[src/rtl/serial_subtractor.sv]
// Bit-serial subtractor: latches a, b, bin and produces a - b - bin LSB first, one bit per clock.
// Define SUB_OVERFLOW_EN to add the registered signed-overflow output ovf.
module serial_subtractor #(
  parameter int unsigned WIDTH = 8
) (
  input  logic             clk,
  input  logic             rst,
  input  logic             in_valid,
  output logic             in_ready,
  input  logic [WIDTH-1:0] a,
  input  logic [WIDTH-1:0] b,
  input  logic             bin,
  output logic             out_valid,
  input  logic             out_ready,
  output logic [WIDTH-1:0] diff,
  output logic             bout
`ifdef SUB_OVERFLOW_EN
  ,
  output logic             ovf
`endif
);

  localparam int unsigned CW = $clog2(WIDTH);
  localparam int unsigned RW = WIDTH - 1;

  typedef enum logic [1:0] {
    IDLE = 2'd0,
    RUN  = 2'd1,
    DONE = 2'd2
  } state_e;

  state_e          state_q, state_d;
  logic [WIDTH-1:0] a_q, a_d;
  logic [WIDTH-1:0] b_q, b_d;
  logic             brw_q, brw_d;
  logic [CW-1:0]    cnt_q, cnt_d;
  logic [RW-1:0]    res_q, res_d;
  logic             in_ready_q, in_ready_d;
  logic             out_valid_q, out_valid_d;
  logic [WIDTH-1:0] diff_q, diff_d;
  logic             bout_q, bout_d;
`ifdef SUB_OVERFLOW_EN
  logic             ovf_q, ovf_d;
`endif

  logic             dbit;
  logic             brw_nx;
  logic             last_bit;

  // One full-subtractor slice on the current LSB of the shifting operands.
  always_comb begin
    dbit     = a_q[0] ^ b_q[0] ^ brw_q;
    brw_nx   = (~a_q[0] & b_q[0]) | (~(a_q[0] ^ b_q[0]) & brw_q);
    last_bit = (cnt_q == CW'(WIDTH - 1));
  end

  // Next-state and datapath updates.
  always_comb begin
    state_d     = state_q;
    a_d         = a_q;
    b_d         = b_q;
    brw_d       = brw_q;
    cnt_d       = cnt_q;
    res_d       = res_q;
    in_ready_d  = in_ready_q;
    out_valid_d = out_valid_q;
    diff_d      = diff_q;
    bout_d      = bout_q;
`ifdef SUB_OVERFLOW_EN
    ovf_d       = ovf_q;
`endif

    unique case (state_q)
      IDLE: begin
        if (in_valid) begin
          a_d        = a;
          b_d        = b;
          brw_d      = bin;
          cnt_d      = '0;
          in_ready_d = 1'b0;
          state_d    = RUN;
        end
      end

      RUN: begin
        a_d   = a_q >> 1;
        b_d   = b_q >> 1;
        brw_d = brw_nx;
        // Result bits enter at the top so bit 0 ends up at the LSB after WIDTH-1 shifts.
        res_d = RW'({dbit, res_q} >> 1);
        cnt_d = CW'(cnt_q + CW'(1));
        if (last_bit) begin
          cnt_d       = '0;
          diff_d      = {dbit, res_q};
          bout_d      = brw_nx;
`ifdef SUB_OVERFLOW_EN
          ovf_d       = brw_q ^ brw_nx;
`endif
          out_valid_d = 1'b1;
          state_d     = DONE;
        end
      end

      DONE: begin
        if (out_ready) begin
          out_valid_d = 1'b0;
          in_ready_d  = 1'b1;
          state_d     = IDLE;
        end
      end

      default: begin
        out_valid_d = 1'b0;
        in_ready_d  = 1'b1;
        state_d     = IDLE;
      end
    endcase
  end

  // State and output registers; reset aborts any operation in flight.
  always_ff @(posedge clk) begin
    if (rst) begin
      state_q     <= IDLE;
      a_q         <= '0;
      b_q         <= '0;
      brw_q       <= 1'b0;
      cnt_q       <= '0;
      res_q       <= '0;
      in_ready_q  <= 1'b1;
      out_valid_q <= 1'b0;
      diff_q      <= '0;
      bout_q      <= 1'b0;
`ifdef SUB_OVERFLOW_EN
      ovf_q       <= 1'b0;
`endif
    end else begin
      state_q     <= state_d;
      a_q         <= a_d;
      b_q         <= b_d;
      brw_q       <= brw_d;
      cnt_q       <= cnt_d;
      res_q       <= res_d;
      in_ready_q  <= in_ready_d;
      out_valid_q <= out_valid_d;
      diff_q      <= diff_d;
      bout_q      <= bout_d;
`ifdef SUB_OVERFLOW_EN
      ovf_q       <= ovf_d;
`endif
    end
  end

  assign in_ready  = in_ready_q;
  assign out_valid = out_valid_q;
  assign diff      = diff_q;
  assign bout      = bout_q;
`ifdef SUB_OVERFLOW_EN
  assign ovf       = ovf_q;
`endif

endmodule

[config.mk]
export PLATFORM = sky130hd
export DESIGN_NAME = serial_subtractor
export DESIGN_NICKNAME = d
export VERILOG_FILES = /design/src/rtl/serial_subtractor.sv
export SDC_FILE = /design/constraint.sdc
export NUM_CORES = 1
export LEC_CHECK = 0
export ABC_AREA = 1
export CELL_PAD_IN_SITES_DETAIL_PLACEMENT = 1
export CELL_PAD_IN_SITES_GLOBAL_PLACEMENT = 1
export CORE_UTILIZATION = 37
export CTS_BUF_LIST = sky130_fd_sc_hd__clkbuf_4 sky130_fd_sc_hd__clkbuf_8 sky130_fd_sc_hd__clkbuf_16
export CTS_CLUSTER_SIZE = 28
export DETAILED_ROUTE_END_ITERATION = 10
export PLACE_DENSITY_LB_ADDON = 0.2
export SLEW_MARGIN = 0
export SYNTH_ARGS = -nofsm -noshare
export SYNTH_HDL_FRONTEND = slang
export SYNTH_SLANG_ARGS = --single-unit
[constraint.sdc]
create_clock -name clk -period 1.5 [get_ports clk]
set_clock_uncertainty 0.05 [all_clocks]
set_input_delay 0.15 -clock clk [delete_from_list [all_inputs] [get_ports clk]]
set_output_delay 0.15 -clock clk [all_outputs]
set_load 0.005 [all_outputs]
-- Word level (Yosys, flattened, before mapping)
Cells that the tools add are included.
W data, S select, Z words.
- output and inout port bits: 11
- bits in registers: 40
- input port bits: 21
- bitwise operators: 9
- equality and inequality tests: 6
- add/sub/neg operators: 1
- mux-type cells: 19
- reductions and logical operators: 7
- operator list (cell ; count):
    $pmux W8 S2 ; 2
    $mux W8 ; 2
    $reduce_and A3 Y1 ; 3
    $mux W2 ; 3
    $mux W3 ; 2
    $ne A2 B2 Y1 const B ; 3
    $pmux W1 S3 ; 2
    $pmux W2 S3 ; 1
    $pmux W3 S2 ; 1
    $mux W1 ; 5
    $not A1 Y1 ; 4
    $reduce_and A2 Y1 ; 2
    $add A3 B1 Y3 const B ; 1
    $eq A3 B3 Y1 const B ; 1
    $and A1 B1 Y1 ; 2
    $eq A2 B1 Y1 const B ; 1
    $eq A2 B2 Y1 const B ; 1
    $logic_not A2 Y1 ; 1
    $pmux W1 S2 ; 1
    $reduce_bool A2 Y1 ; 1
    $xor A1 B1 Y1 ; 2
    $or A1 B1 Y1 ; 1

-- Logic depth before layout (Yosys ltp)
- depth in word-level cells: 5
- depth in mapped cells: 8
- depth with buffers taken out: 7

-- Worst setup path before layout
Ideal clock, no wire load.
- path kind: reg-to-reg
- start: reg cnt_q[0]
- end: reg out_valid_q (netlist: out_valid)
- slack: 0.166 ns
- cell stages (with the launch flop): 9
- data required time: 1.318 ns
- arrival: 1.152 ns
- buffers on the path: 1
- clock period less this slack: 1.334 ns
- cell sequence: dfxtp_1 ha_1 ha_1 clkbuf_1 inv_1 nand2_1 nand2_1 nand2_1 a21oi_1
- word-level cells in the longest chain between the ends: 3
- RTL lines (what ; line ; source):
    from (decl) ; 36 ; logic [CW-1:0] cnt_q, cnt_d;
    from (signal assigned) ; 141 ; cnt_q <= cnt_d;
    $eq A3 B3 Y1 ; 54 ; last_bit = (cnt_q == CW'(WIDTH - 1));
    $ne A2 B2 Y1 (no line) ; -- ;
    $reduce_and A3 Y1 (no line) ; -- ;
    to (signal assigned) ; 144 ; out_valid_q <= out_valid_d;
    to (decl) ; 39 ; logic out_valid_q, out_valid_d;
Every way passes these cells.
A chain may end at the register's enable or synchronous reset.

-- Worst setup path after layout
- start: reg cnt_q[0]
- end: reg diff_q[0] (netlist: diff[0])
- word-level cells in the longest chain between the ends: 2
- RTL lines (what ; line ; source):
    $eq A3 B3 Y1 ; 54 ;
    $reduce_and A2 Y1 (no line) ; -- ;
    to (signal assigned) ; 145 ; diff_q <= diff_d;
    to (decl) ; 40 ; logic [WIDTH-1:0] diff_q, diff_d;
Every way passes these cells.

==> run metrics <==
status=finished, final reports clean; chip width=68.1 um; reg2reg end=diff[0]; ant diodes=0; Synthesized Nets=218; layout cells sized above 1=12.6%; area of the multi-input gates=701 um2; P per Cell Area=1090 mW/mm2; number of port buffers=31; CP arrival=1.56 ns; worst hold endpoint=in_ready; Tcrit/Tclk final=92.3%; Final Hold Viols=0; Clock Latency Late Sink=0.29 ns; Nets=253; die area=0.00464 mm2; Worst Max-Slew Pin Slew=0.333 ns; register area share after synthesis=49.5%; drt drc=0; FF+latch area=802 um2; vias in the first global route=1,444; RD Place Congestion=0.793; first-pass GRT wire length=6560 um; hold path cells=2; clk slew on worst S/H paths=0.07 ns; slowest cell delay on critical path=0.32 ns; Peak Freq=722 MHz; router iterations before antenna repair=4; Num CTS Buffers=5; Synth Cell Area=0.00162 mm2; Leakage=0.794 nW; hold buffers post-CTS=0; Synthesis Warnings=0; WS Path Type=reg2reg; Root Driver=clkbuf_8; WL per Instance=14.2 um; Initial Util=39.6%; final setup fails=0; Sink Count=40; vias per cell=5.29; hold slack final=0.403 ns; total grt overflow=0; DR vias=1,481; Slew Limit Fails=0; Post-Syn Instances=194; Detailed Place HPWL=2880 um; area grow syn2layout=30.3%; DR iter-0 viols=86; setup slack on the worst flop-to-flop path=0.11 ns; final wirelength=3980 um; maximum VDD drop=0.590 mV; largest net degree at the start of global routing=31; MaxCap Viol Count=0; reg2reg path depth=5; TritonCTS clock tree=built; Max Root-Sink Buffers=2; post-route ant nets=0; CP Launch Type=register; Chip Height=68.1 um; # Post-CTS Setup Buffers=0; Top Ports=32; area of the core region=0.00409 mm2; Critical-path top delay cell=dfxtp_1; crit end category=register; post-synth cell types=23; H-tree depth=2; RSZ-0062 raised after global routing=false; fill cell count=496; hold_sp=in_ready; Min-Delay Path Class=reg2reg; synthesis-stage register bit count=40; Std-Cell Rows=23; Max-slew headroom=77.8%; r2r startpoint=cnt_q[0]; minimum clock period=1.39 ns; CP Max Fanout=11; Synth Area per Inst=8.33 um2; CP cell instances=ha_1 -> ha_1 -> nand2_1 -> nand2_1 -> a21oi_1; final setup TNS=0 ns; antenna violations before repair=0; required time of the critical path=1.68 ns; GRT Total Usage=19.2%
[state kept, by name, indices dropped and copies added (netlist names), 2 cells and up]
| register | cells |
|---|---|
| a_q | 8 |
| b_q | 8 |
| diff | 8 |
| res_q | 7 |
| cnt_q | 3 |
| state_q | 2 |
[cells by family (layout without fill, tap and decap cells)]
kind of cell    Yosys count  in the layout  synth area share, %
compound gates           73             73                 25.1
simple gates             56             56                 15.5
flops                    40             40                 49.5
buf+inv                  22             58                 7.12
fa+ha+maj                 3              3                 2.79
[critical path: cells and delay by family, from the launching register on]
kind	cells	cell delay (ns)
AO/OA/AOI/OAI	1	0.14
flip-flops	1	0.32
AND/OR/NAND/NOR	2	0.38
adder cells (fa/ha/maj)	2	0.43
[per-stage QoR]
| step | utilization [%] | setup WS [ns] | power (mW) | cells | instance area [um2] |
|---|---|---|---|---|---|
| detailed placement | 49.1 | 0.0876 | 1.55 | 272 | 2010 |
| floorplan | - | 0.166 | 1.41 | 194 | 1620 |
| global placement | 49.1 | 0.151 | 1.53 | 272 | 2010 |
| global route | 51.6 | 0.0113 | 2.40 | 280 | 2110 |
| CTS | 51.5 | 0.0856 | 2.31 | 280 | 2110 |
| finish | 51.6 | 0.115 | 2.29 | 280 | 2110 |
[Yosys cell counts]
cell,number,area share (%)
a21o_2,1,0.54
a21oi_1,29,9.0
a21oi_2,3,1.6
buf_2,2,0.62
buf_4,2,0.93
buf_6,3,2.1
clkbuf_1,6,1.4
dfxtp_1,40,50
fa_1,1,1.2
ha_1,2,1.5
inv_1,7,1.6
inv_2,2,0.46
nand2_1,26,6.0
nand2_2,1,0.39
nand2_4,1,0.70
nand3_1,11,3.4
nor2_1,16,3.7
nor2_8,1,1.2
o211ai_1,1,0.46
o21ai_0,8,2.5
o21ai_1,15,4.6
o21ai_2,1,0.54
o22ai_1,15,5.8
[power breakdown]
part / switching, mW / internal [mW] / leakage (nW)
sequential: 0.0473 / 1.13 / 0.329
combinational: 0.178 / 0.165 / 0.412
clock: 0.359 / 0.411 / 0.0523
total: 0.584 / 1.71 / 0.794
[worst max path at each step]
stage	start	to	slack, ns	cells after the start
after global routing	cnt_q[0]	bout	0.01	5
after CTS	cnt_q[0]	diff[0]	0.09	5
after detailed placement	in_valid	a_q[1]	0.09	5
final	cnt_q[0]	diff[0]	0.11	5
after floorplan	cnt_q[0]	out_valid	0.17	8
after global placement	in_valid	a_q[0]	0.15	5
[routing by layer]
| layer | track usage, % | up-vias | share of wire, % |
|---|---|---|---|
| met1 | 23.4 | 710 | 44 |
| met3 | 4.17 | 10 | 3.3 |
| met5 | 0 | - | 0 |
| li1 | - | 737 | - |
| met4 | 9.11 | 0 | 1.8 |
| met2 | 31.9 | 24 | 51 |
[layout by cell type (no fill, tap or decap)]
master / instances
dfxtp_1: 39
clkdlybuf4s50_1: 31
a21oi_1: 29
nand2_1: 26
nor2_1: 16
o22ai_1: 15
o21ai_1: 15
nand3_1: 11
o21ai_0: 8
buf_4: 8
inv_1: 7
clkbuf_8: 6
a21oi_2: 3
inv_2: 2
ha_1: 2
clkbuf_4: 2
buf_12: 2
nor2_8: 1
nand2_2: 1
nand2_4: 1
o211ai_1: 1
a21o_2: 1
o21ai_2: 1
fa_1: 1
dfxtp_2: 1
[repair_timing]
| action | in CTS | in global routing |
|---|---|---|
| hold endpoints to repair | 0 | 0 |
| gates resized for setup | 0 | 1 |
| endpoints found under the setup margin | 0 | 1 |
[layout make-up]
type                    instances  area share (%)
clock buffers                   8            4.63
flip-flops and latches         40            38.1
well taps                      50            2.97
multi-input cells             132            33.3
inverters                       9            1.60
repair buffers                 41            19.5
(Power assumes the default switching activity.)
